`src/rtl/sr_pkg.sv`:
```
// Shared types and constants for the iterative right shifter.
// Imported by the interface, the step cell and the sequencer.
package sr_pkg;

  localparam int N_DEF = 32;
  localparam int SHW   = $clog2(N_DEF);

  localparam logic SR_LOGIC = 1'b0;
  localparam logic SR_ARITH = 1'b1;

  typedef enum logic [1:0] {
    IDLE,
    SHIFT,
    DONE
  } sr_state_t;

endpackage

```
`src/rtl/sr_seq_if.sv`:
```
// Start/done request bundle between execute control and the shifter.
// Master issues the operation, slave returns status and result.
interface sr_seq_if
  import sr_pkg::*;
#(
  parameter int n   = N_DEF,
  parameter int SHW = $clog2(n)
);

  logic           start;
  logic [n-1:0]   num;
  logic [SHW-1:0] shamt;
  logic           arith;
  logic           busy;
  logic           done;
  logic [n-1:0]   result;

  modport master (
    output start, num, shamt, arith,
    input  busy, done, result
  );

  modport slave (
    input  start, num, shamt, arith,
    output busy, done, result
  );

endinterface

```
`src/rtl/sr1.sv`:
```
// Single-bit right step; fill bit is the MSB in arithmetic
// mode and zero in logical mode.
module sr1
  import sr_pkg::*;
#(
  parameter int n = N_DEF
) (
  input  logic [n-1:0] in_i,
  input  logic         arith_i,
  output logic [n-1:0] out_o
);

  logic fill;

  assign fill  = (arith_i == SR_ARITH) & in_i[n-1];
  assign out_o = {fill, in_i[n-1:1]};

endmodule

```
`src/rtl/sr_seq.sv`:
```
// Multi-cycle right shifter: one bit per clock, logical or
// arithmetic, result held until the next accepted start.
module sr_seq
  import sr_pkg::*;
#(
  parameter int n = N_DEF
) (
  input  logic       clk,
  input  logic       rst_n,
  sr_seq_if.slave    bus
);

  localparam int SW = $clog2(n);

  sr_state_t      state_q, state_d;
  logic [SW-1:0]  cnt_q, cnt_d;
  logic [n-1:0]   work_q, work_d;
  logic           mode_q, mode_d;
  logic           busy_q, done_q;
  logic [n-1:0]   res_q;
  logic [n-1:0]   step;

  sr1 #(.n(n)) u_sr1 (
    .in_i    (work_q),
    .arith_i (mode_q),
    .out_o   (step)
  );

  always_comb begin
    state_d = state_q;
    cnt_d   = cnt_q;
    work_d  = work_q;
    mode_d  = mode_q;
    unique case (state_q)
      IDLE: begin
        if (bus.start) begin
          work_d  = bus.num;
          cnt_d   = bus.shamt;
          mode_d  = bus.arith;
          state_d = (bus.shamt == '0) ? DONE : SHIFT;
        end
      end
      SHIFT: begin
        work_d = step;
        cnt_d  = cnt_q - SW'(1);
        if (cnt_q == SW'(1)) state_d = DONE;
      end
      DONE: state_d = IDLE;
      default: state_d = IDLE;
    endcase
  end

  // Status and result are registered from the next state so
  // they line up with the state they describe.
  always_ff @(posedge clk or negedge rst_n) begin
    if (!rst_n) begin
      state_q <= IDLE;
      cnt_q   <= '0;
      work_q  <= '0;
      mode_q  <= SR_LOGIC;
      busy_q  <= 1'b0;
      done_q  <= 1'b0;
      res_q   <= '0;
    end else begin
      state_q <= state_d;
      cnt_q   <= cnt_d;
      work_q  <= work_d;
      mode_q  <= mode_d;
      busy_q  <= (state_d != IDLE);
      done_q  <= (state_d == DONE);
      if (state_d == DONE) res_q <= work_d;
    end
  end

  assign bus.busy   = busy_q;
  assign bus.done   = done_q;
  assign bus.result = res_q;

endmodule

```
`src/flat_wrapper.sv`:
```
// flat-port wrapper written by rule: the top's interface ports become plain ports
module sr_seq_flat import sr_pkg::*;
#(
  parameter int n = N_DEF
)
  (clk, rst_n, bus_start, bus_num, bus_shamt, bus_arith, bus_busy, bus_done, bus_result);
  sr_seq_if #(.n(n)) bus_i ();
  input  logic clk;
  input  logic rst_n;
  input wire logic [$bits(bus_i.start)-1:0] bus_start;
  input wire logic [$bits(bus_i.num)-1:0] bus_num;
  input wire logic [$bits(bus_i.shamt)-1:0] bus_shamt;
  input wire logic [$bits(bus_i.arith)-1:0] bus_arith;
  output wire logic [$bits(bus_i.busy)-1:0] bus_busy;
  output wire logic [$bits(bus_i.done)-1:0] bus_done;
  output wire logic [$bits(bus_i.result)-1:0] bus_result;
  assign bus_i.start = bus_start;
  assign bus_i.num = bus_num;
  assign bus_i.shamt = bus_shamt;
  assign bus_i.arith = bus_arith;
  assign bus_busy = bus_i.busy;
  assign bus_done = bus_i.done;
  assign bus_result = bus_i.result;
  sr_seq #(.n(n)) u_core (.clk(clk), .rst_n(rst_n), .bus(bus_i));
endmodule
```
`config.mk`:
```
export PLATFORM = sky130hd
export DESIGN_NAME = sr_seq_flat
export DESIGN_NICKNAME = d
export VERILOG_FILES = /design/src/rtl/sr_pkg.sv /design/src/rtl/sr_seq_if.sv /design/src/rtl/sr1.sv /design/src/rtl/sr_seq.sv /design/src/flat_wrapper.sv
export SDC_FILE = /design/constraint.sdc
export NUM_CORES = 1
export LEC_CHECK = 0
export CELL_PAD_IN_SITES_DETAIL_PLACEMENT = 1
export CELL_PAD_IN_SITES_GLOBAL_PLACEMENT = 1
export CORE_MARGIN = 2
export CORE_UTILIZATION = 40
export DETAILED_ROUTE_END_ITERATION = 10
export PLACE_DENSITY = 0.83
export REMOVE_ABC_BUFFERS = 1
export SLEW_MARGIN = 25
export SYNTH_ARGS = -nofsm -noshare
export SYNTH_HDL_FRONTEND = slang
export SYNTH_SLANG_ARGS = --single-unit
```
`constraint.sdc`:
```
create_clock -name clk -period 2.3 [get_ports clk]
set_input_delay 0.23 -clock clk [delete_from_list [all_inputs] [get_ports clk]]
set_output_delay 0.23 -clock clk [all_outputs]
set_load 0.1 [all_outputs]
```
==> flow_metrics.env <==
export IMPL_status="finished, final reports clean"
export IMPL_clkSinkCount=74
export IMPL_initialDrtViolationCount=84
export IMPL_rsz0062_at_grt="no"
export IMPL_fin_nets=390
export IMPL_async_flop_share_pct=100
export IMPL_slew_headroom_pct=38.0
export IMPL_fill_cells=888
export IMPL_wl_mm=8.76
export IMPL_maxCapViolCount=0
export IMPL_hold_path_class="input pin to async pin"
export IMPL_ctsHtreeMaxLevel=3
export IMPL_fin_ws_ps=356
export IMPL_drc_errors=0
export IMPL_wl_per_cell_um=19.2
export IMPL_io_pins=75
export IMPL_synth_cell_types=34
export IMPL_cp_data_arrival_time_ps=2180
export IMPL_hpwl_mm=5.52
export IMPL_track_usage_pct=20.5
export IMPL_dieArea_mm2=0.00911
export IMPL_synth_area_top_cells="dfrtp_1, mux2_4, o32ai_1"
export IMPL_critPathMaxFanout=31
export IMPL_coreArea_mm2=0.00818
export IMPL_clock_path_buffers=2
export IMPL_startpoint_type="flip-flop"
export IMPL_ant_nets=0
export IMPL_synth_seq_area_share_pct=55.4
export IMPL_n_antenna_cell=0
export IMPL_drv_slew=0
export IMPL_postSynthAreaPerCell_um2=12.2
export IMPL_netlist_area_mm2=0.00334
export IMPL_worstSetupPathType="flip-flop to flip-flop"
export IMPL_io_buffers=74
export IMPL_tightest_slew_ps=930
export IMPL_viasPerCell=5.50
export IMPL_synth_area_leader_cell="dfrtp_1"
export IMPL_synth_top_area_share_pct=55.4
export IMPL_cts_resized_gates=0
export IMPL_grt_pass1_vias=2720
export IMPL_cts_root_buf="clkbuf_8"
export IMPL_synth_edf_count=0
export IMPL_dp_cells=441
export IMPL_cts_hold_buffers=0
export IMPL_tns_ps=0
export IMPL_cts_tree="built"
export IMPL_die_y_um=95.4
export IMPL_drive_gt1_share_pct=27.8
export IMPL_synth_ff_type="dfrtp_1"
export IMPL_clock_latency_ps=350
export IMPL_finalNonFillerCells=457
export IMPL_area_growth_pct=26.3
export IMPL_cpPeakStageDelay_ps=530
export IMPL_endpoint_kind="flip-flop"
export IMPL_path_cells="or2b_4, o32ai_1, nor2_1, mux2_4"
export IMPL_post_cts_buffers=0
export IMPL_cpLargestDelayFamily="simple AND/OR/NAND/NOR gates"
export IMPL_crit_path_top_delay_cell="dfrtp_1"
export IMPL_final_hold_viol_count=0
export IMPL_synth_commonest_cells="dfrtp_1, a21oi_1, nor2_1"
export IMPL_start_util_pct=40.9
export IMPL_dp_slack_ps=166
export IMPL_path_buf_inv=0
export IMPL_drt_first_pass_iters=4
export IMPL_synth_most_common_cell="dfrtp_1"
export IMPL_fp_row_count=33
export IMPL_min_period_over_period_pct=84.5
export IMPL_grt_max_degree=75
export IMPL_numCtsBuffers=9
export IMPL_die_w_um=95.4
export IMPL_setup_violations=0
export IMPL_ys_ff_latch=74
export IMPL_period_minus_slack_ps=1940
export IMPL_grt_pass1_wl_mm=14.1
export IMPL_fin_skew_ps=6.54
export IMPL_cts_clk_slew_worst_paths_ps=80
export IMPL_maxClockFrequency_mhz=515
export IMPL_antenna_found_initial=0
export IMPL_vias=2514
export IMPL_grt_overflow=0
export IMPL_synth_warning_count=0
export IMPL_syn_inst=274
export IMPL_gp_congestion=0.868
export IMPL_cp_required_ps=2540
final timing paths:
| check | start | to | slack [ps] | depth (start not counted) |
|---|---|---|---|---|
| setup / recovery | u_core.state_q[0] | u_core.bus.result[15] | 360 | 4 |
| hold / removal | rst_n | u_core.cnt_q[0] | 5 | 1 |
| setup reg to reg | u_core.state_q[0] | u_core.bus.result[15] | 360 | 4 |
| hold reg to reg | u_core.bus.result[16] | u_core.bus.result[16] | 520 | 1 |
| max in group asynchronous | rst_n | u_core.bus.result[10] | 1680 | 1 |
| min in group clk | u_core.bus.result[16] | u_core.bus.result[16] | 520 | 1 |
final cells by class:
type                       instances  area (µm²)  area share [%]
clock buffer                      10         138            3.26
timing repair buffer              83         733            17.4
clock inverter                     6        41.3           0.977
sequential                        74        1850            43.8
tap                              105         131            3.11
inverter                           8        30.0           0.711
multi-input combinational        171        1300            30.8
kinds of logic after synthesis:
group | after synthesis | share of synthesized area [%]
AOI/OAI and AO/OA | 84 | 17.0
DFF | 74 | 55.4
and+or+nand+nor | 52 | 6.85
muxes | 33 | 14.3
buffers and inverters | 29 | 5.80
adders and majority gates | 2 | 0.748
routing by layer:
metal | vias up | track usage, % | wire [µm]
met5 | - | 0 | 0
met4 | 0 | 8.33 | 143
met3 | 14 | 4.58 | 370
met2 | 68 | 32.5 | 4180
met1 | 1288 | 27.2 | 4060
li1 | 1144 | - | -
through the flow:
step	hold WS [ps]	utilization [%]	area, µm²
after floorplan	-65.6	-	3180
after global placement	417	49.5	4050
after detailed placement	428	49.5	4050
after CTS	42.1	51.7	4230
after global routing	65.7	51.7	4230
final	4.53	51.7	4230
layout by cell type (no fill, tap or decap), drive strengths merged, types with 5 or more instances in the layout:
cell / n
dfrtp: 74
buf: 44
a21oi: 39
clkdlybuf4s50: 39
nor2: 36
mux2: 33
o32ai: 29
clkbuf: 10
inv: 8
nand2: 5
sequential cells by signal, indices dropped and copies added, names as in the netlist:
signal,count
u_core.bus.busy,1
u_core.bus.done,1
u_core.mode_q,1
u_core.state_q,2
u_core.cnt_q,5
u_core.bus.result,32
u_core.work_q,32
Power is left out: the tool's default activity adds up to more than one toggle a clock period on the data nets, which glitch-free logic cannot reach.
